$ cat src/rtl/edge_emitter_pkg.sv
// Shared constants and FSM encoding for the edge_emitter block.
// Optional overflow flag is controlled by EDGE_EMITTER_OVF_EN.
package edge_emitter_pkg;

  typedef enum logic {
    IDLE = 1'b0,
    GAP  = 1'b1
  } state_e;

  localparam int unsigned DEF_MIN_GAP = 2;
  localparam int unsigned DEF_CNT_W   = 4;
  // Wide enough for the largest legal MIN_GAP-1 (254).
  localparam int unsigned GAP_W       = 8;

endpackage

$ cat src/rtl/edge_gap_timer.sv
// Down-counter enforcing the minimum spacing between sig transitions.
// zero marks terminal count; expire flags the last nonzero cycle for FSM lookahead.
module edge_gap_timer
  import edge_emitter_pkg::*;
(
  input  logic             clk,
  input  logic             reset,
  input  logic             load,
  input  logic [GAP_W-1:0] value,
  output logic             zero,
  output logic             expire
);

  logic [GAP_W-1:0] cnt_q, cnt_d;

  always_comb begin
    cnt_d = cnt_q;
    if (load) begin
      cnt_d = value;
    end else if (cnt_q != '0) begin
      cnt_d = cnt_q - 1'b1;
    end
  end

  always_ff @(posedge clk or negedge reset) begin
    if (!reset) begin
      cnt_q <= '0;
    end else begin
      cnt_q <= cnt_d;
    end
  end

  assign zero   = (cnt_q == '0);
  assign expire = (cnt_q == GAP_W'(1));

endmodule

$ cat src/rtl/edge_emitter.sv
// Turns request pulses into sig transitions spaced at least MIN_GAP cycles apart.
// Define EDGE_EMITTER_OVF_EN to add the sticky ovf flag and its ovf_clr input.
//
//   state | meaning
//   IDLE  | gap timer expired, nothing pending
//   GAP   | gap timer running or requests pending
module edge_emitter
  import edge_emitter_pkg::*;
#(
  parameter int unsigned MIN_GAP = DEF_MIN_GAP,
  parameter int unsigned CNT_W   = DEF_CNT_W
) (
  input  logic             clk,
  input  logic             reset,
  input  logic             req,
  output logic             sig,
  output logic             busy,
  output logic [CNT_W-1:0] pending
`ifdef EDGE_EMITTER_OVF_EN
  ,
  output logic             ovf,
  input  logic             ovf_clr
`endif
);

  localparam logic [CNT_W-1:0] PMAX     = '1;
  localparam logic [GAP_W-1:0] GAP_LOAD = GAP_W'(MIN_GAP - 1);
  localparam bit               GAP_EN   = (MIN_GAP > 1);

  state_e           state_q, state_d;
  logic             sig_q, sig_d;
  logic [CNT_W-1:0] pend_q, pend_d;
  logic             gap_zero, gap_expire;
  logic             emit, drop, gap_run_d;

  edge_gap_timer u_gap_timer (
    .clk    (clk),
    .reset  (reset),
    .load   (emit),
    .value  (GAP_LOAD),
    .zero   (gap_zero),
    .expire (gap_expire)
  );

  assign emit = gap_zero && ((pend_q != '0) || req);
  assign drop = req && !emit && (pend_q == PMAX);

  always_comb begin
    pend_d = pend_q;
    if (req && !emit && !drop) begin
      pend_d = pend_q + 1'b1;
    end else if (!req && emit) begin
      pend_d = pend_q - 1'b1;
    end
  end

  // Look one cycle ahead so busy drops the cycle the timer reaches zero.
  assign gap_run_d = emit ? GAP_EN : (!gap_zero && !gap_expire);
  assign state_d   = (gap_run_d || (pend_d != '0)) ? GAP : IDLE;
  assign sig_d     = sig_q ^ emit;

  always_ff @(posedge clk or negedge reset) begin
    if (!reset) begin
      state_q <= IDLE;
      sig_q   <= 1'b0;
      pend_q  <= '0;
    end else begin
      state_q <= state_d;
      sig_q   <= sig_d;
      pend_q  <= pend_d;
    end
  end

  assign sig     = sig_q;
  assign busy    = (state_q == GAP);
  assign pending = pend_q;

`ifdef EDGE_EMITTER_OVF_EN
  logic ovf_q;

  always_ff @(posedge clk or negedge reset) begin
    if (!reset) begin
      ovf_q <= 1'b0;
    end else if (drop) begin
      ovf_q <= 1'b1;
    end else if (ovf_clr) begin
      ovf_q <= 1'b0;
    end
  end

  assign ovf = ovf_q;
`endif

endmodule

$ cat config.mk
export PLATFORM = sky130hd
export DESIGN_NAME = edge_emitter
export DESIGN_NICKNAME = d
export VERILOG_FILES = /design/src/rtl/edge_emitter_pkg.sv /design/src/rtl/edge_gap_timer.sv /design/src/rtl/edge_emitter.sv
export SDC_FILE = /design/constraint.sdc
export NUM_CORES = 1
export LEC_CHECK = 0
export ABC_AREA = 1
export CAP_MARGIN = 20
export CORE_UTILIZATION = 54
export DETAILED_ROUTE_END_ITERATION = 8
export PLACE_DENSITY = 0.76
export SETUP_SLACK_MARGIN = 0.4
export SYNTH_ARGS = -nofsm -noshare
export SYNTH_HDL_FRONTEND = slang
export SYNTH_SLANG_ARGS = --single-unit
$ cat constraint.sdc
create_clock -name clk -period 1.75 [get_ports clk]
set_input_delay 0.35 -clock clk [delete_from_list [all_inputs] [get_ports clk]]
set_output_delay 0.35 -clock clk [all_outputs]
set_load 0.02 [all_outputs]
* Word level (Yosys, flattened, before mapping) *
Cells that the tools add are included.

operators by class
  div/mod/pow operators = 0
  $lt $le $gt $ge = 0
  add/subtract/negate cells = 3
  mux-type cells = 6
  multipliers = 0
  reductions and logical operators = 18
  equal/unequal tests = 2
  bitwise gates (word level) = 1
  shift operators = 0

operators by type and width
  cell                 number
  $mux 8               2
  $eq 8x1->1 const B   1
  $logic_not 8->1      1
  $mux 4               2
  $reduce_bool 4->1    2
  $reduce_bool 8->1    1
  $sub 8x1->8 const B  1
  $logic_and 1x1->1    6
  $logic_not 1->1      5
  $add 4x1->4 const B  1
  $eq 4x4->1 const B   1
  $sub 4x1->4 const B  1
  $logic_or 1x1->1     2
  $mux 1               2
  $reduce_bool 2->1    1
  $xor 1x1->1          1

word-level totals
  latch bits = 0
  memory bits (read-only) = 0
  RAM bits = 0
  flip-flop bits (word level) = 14
  output and inout port bits = 6
  bits of input ports = 3
  memories = 0

* Depth between registers and ports, before layout *
  depth in word-level cells = 12
  mapped depth = 12

* By module *
Synthesis repeated with hierarchy kept, for this count alone.

unflattened totals
  cell total of the unflattened synthesis = 139
  area total of the unflattened synthesis = 1002.2 µm²

by module, submodules not included
  module          cells each  area each (µm²)  instances  sequential area each (µm²)
  edge_gap_timer  76          561.8            1          200.2
  edge_emitter    63          440.4            1          150.1

* Worst setup path after synthesis *
OpenSTA, ideal clock, no wires.

  path kind = register to register
  start point = reg pend_q[0], in the netlist pending[0]
  end point = reg state_q, in the netlist busy
  path slack = 105 ps
  arrival = 1526 ps
  setup time = 119 ps
  stages on the path, launching flop included = 11
  buffers on the path = 0
  path through = dfrtp_1 > inv_1 > ha_1 > inv_1 > nor2_4 > nand3_2 > or2_1 > o21ai_1 > nand2_1 > nor2_1 > nand2_1

on the way
  cells in the longest elaborated chain, start to end = 12
  elaborated cells on any way between the ends = 18
  classes of those cells = 2 x add/sub; 1 x eq/ne; 4 x mux; 11 x reduce/logical

RTL lines
  what                      RTL line                                source
  start: declaration        edge_emitter.sv:32                      logic [CNT_W-1:0] pend_q, pend_d;
  start signal: assignment  edge_emitter.sv:70                      pend_q <= pend_d;
  $reduce_bool 4->1         edge_emitter.sv:45                      assign emit = gap_zero && ((pend_q != '0) || req);
  $logic_or 1x1->1          edge_emitter.sv:45
  $logic_and 1x1->1         edge_emitter.sv:45
  $logic_not 1->1           edge_emitter.sv:46, edge_emitter.sv:50
  $logic_and 1x1->1         edge_emitter.sv:46, edge_emitter.sv:50
  $logic_and 1x1->1         edge_emitter.sv:46                      assign drop = req && !emit && (pend_q == PMAX);
  $logic_not 1->1           edge_emitter.sv:50                      if (req && !emit && !drop) begin
  $logic_and 1x1->1         edge_emitter.sv:50
  $mux 4                    edge_emitter.sv:50
  $reduce_bool 4->1         edge_emitter.sv:59                      assign state_d = (gap_run_d || (pend_d != '0)) ? GAP : IDLE;
  $logic_or 1x1->1 *        edge_emitter.sv:59
  $mux 1 *                  edge_emitter.sv:59
  via state_d               edge_emitter.sv:30                      state_e state_q, state_d;
  end signal: assignment    edge_emitter.sv:68                      state_q <= state_d;
  end: declaration          edge_emitter.sv:30

The timed path passes the listed nets; every way through them passes the cells marked *.
A chain may end at the register's enable or synchronous reset.

* Worst setup path in the final report *
  start point = reg pend_q[1], in the netlist pending[1]
  end point = reg state_q, in the netlist busy

Same word-level chain as after synthesis.

==> metrics.txt <==
post-synthesis register bit count=14; Seq/Total Area, Yosys=38.46%; Lkg Pwr=0.7083 nW; Max-Cap Viols=0; largest net degree at the start of global routing=15; Yosys top cell by area=dfrtp_1; Max stage delay on crit path=0.44 ns; Worst Path Required=1.90 ns; root buffer cell=clkbuf_4; Layout Skew=0.01566 ns; CTS buffer count=3; startpoint types=register; crit path time final=1.773 ns; TritonRoute pass-1 iters=4; crit path max-delay cell type=dfrtp_2; Vias=1043; Syn Inst Count=109; initial antenna violation count=0; Die Wd=43.07 µm; Tcrit/Tclk final=101.3%; Clock Latency Late Sink=0.28 ns; ys flop type=dfrtp_1; gr usage total=29.98%; Power Dens Cells=1888 mW/mm²; VDD IR-drop max=1.413 mV; DRC=0; total power=0.002750 W; H-tree depth=1; multi-input logic area=675.6 µm²; Worst Hold Class=in -> async; YS warnings=0; CTS tree=done; antenna viol nets, final=0; CP Capture Type=register; Cell variety after synth=23; final core occ=94.48%; WL per Instance=21.73 µm; count of input and output buffers=8; layout cells sized above 1=55.63%; failing checks=negative setup slack; slew margin rel.=80.24%; Post-synth EDFFs=0; # diodes=0; Final WS setup=-0.02295 ns; Die H=43.07 µm; vias in the first global route=905; crit path cell chain=inv_2 -> ha_4 -> inv_2 -> nor2_4 -> nand3_4 -> or2_1 -> o21ai_1 -> nand2_1 -> nor2_1 -> nand2_1; Clock Tree Buf Depth=2; register area=354.1 µm²; Cell Area, Synth=910.9 µm²; main area contributors after synthesis=dfrtp_1 38%, nand2_1 10%, ha_1 6.9%; area of the core=0.001541 mm²; drt total wl=3629 µm; status=finished, violations left; Setup Crit Path Kind=reg -> reg; pre-CTS setup slack=0.005168 ns; crit path max fanout=5; Post-Syn Area per Cell=8.357 µm²; Initial DRC Count=83; RSZ-0062 raised after global routing=yes; Synth top area share=38.46%; Post-Syn Nets=117; DP HPWL=1360 µm; CTS sink count=14; most common cell in the netlist=nand2_1; Hold Violations, Final=0; FP Rows=14; top post-synthesis cells by count=25 x nand2_1, 14 x dfrtp_1, 14 x inv_1; area growth from synthesis to final layout=59.89%; DIE AREA=0.001855 mm²; worst slew pin tran=0.2933 ns; gp weighted congestion=0.9395; TNS Setup=-0.02295 ns; CTS clk-pin slew, worst paths=0.09 ns; setup violators final=1; Filler Cells Inserted=42; Async S/R FF share, synth=100.0%; Final #Nets=160; Hold Slack=0.3637 ns; Slew Viols, Final=0; routed vias/inst=6.246; num ports=9; aggregate global routing overflow=0; first-pass GRT wire length=4153 µm; Starting Density=59.09%; CP Data Arrival Time=1.93 ns; Peak Freq=564.0 MHz
[registers in the layout (all words and copies together), names as in the netlist]
name and flops:
u_gap_timer.cnt_q 8, sig 1, pending 4, busy 1
[where the power goes]
part           internal (W)  switching, W  total (W)  leakage [nW]
registers          0.000479      0.000205   0.000685         0.163
logic              0.000770       0.00106    0.00183         0.524
clock network      0.000126      0.000106   0.000232        0.0210
[layout make-up]
type                    instances  area share (%)
multi-input cells              79           46.39
flip-flops and latches         14           24.31
repair buffers                 38           21.13
inverters                      16           4.296
clock buffers                   4           2.491
well taps                      16           1.375
[placed cells by master, fill, tap and decap left out, types with 2 or more instances in the layout]
cell type,instances
ha_4,3
nand2_4,3
nand2_1,16
nand3_1,8
nor2_2,2
nor2_1,3
inv_2,8
dfrtp_1,11
buf_6,5
buf_4,27
o21ai_1,3
nand3_4,4
clkdlybuf4s50_1,2
ha_1,2
nor2_4,5
nand2_2,9
xor2_1,5
clkbuf_4,3
dfrtp_2,3
inv_1,7
nand4_1,5
[critical path: cells and delay by family, from the launching register on]
family | cells | cell delay (ns)
simple gates | 6 | 0.81
flops | 1 | 0.44
buf+inv | 2 | 0.14
fa+ha+maj | 1 | 0.14
compound gates | 1 | 0.12
[logic make-up (layout without fill, tap and decap cells)]
group / Yosys count / count (layout) / synth area share [%]
AND/OR/NAND/NOR: 61 / 61 / 37.91
AO/OA/AOI/OAI: 6 / 6 / 3.434
flip-flops: 14 / 14 / 38.46
XOR/XNOR: 7 / 7 / 6.731
buffers and inverters: 16 / 58 / 6.594
adder cells (fa/ha/maj): 5 / 5 / 6.868
[path summary, 6_finish.rpt]
path | start | to | slack, ns | cells past startpoint
worst max-delay path | pending[1] | busy | -0.02 | 10
worst min-delay path | reset | u_gap_timer.cnt_q[5] | 0.36 | 2
worst max register to register | pending[1] | busy | -0.02 | 10
worst min register to register | sig | sig | 0.51 | 1
max in group asynchronous | reset | pending[1] | 1.19 | 2
min in group clk | sig | sig | 0.51 | 1
[what timing repair did]
item	CTS	global route
hold buffers	0	0
gates resized for setup	32	29
cloned	0	0
endpoints found under the setup margin	20	16
pin swaps	8	15
buffers inserted	16	11
[layer usage]
metal | up-vias | wire length, µm | track usage [%]
met5 | - | 0 | 0
met2 | 89 | 1738 | 50.61
met4 | 0 | 201 | 5.455
li1 | 437 | - | -
met3 | 25 | 388 | 6.383
met1 | 492 | 1300 | 40.11
[through the flow]
| stage | instances | instance area (µm²) |
|---|---|---|
| global placement | 136 | 1066 |
| detailed placement | 136 | 1066 |
| finish | 167 | 1456 |
| floorplan | 109 | 943.4 |
| CTS | 156 | 1277 |
| global route | 167 | 1456 |
Power figures use the tool's default switching activity.
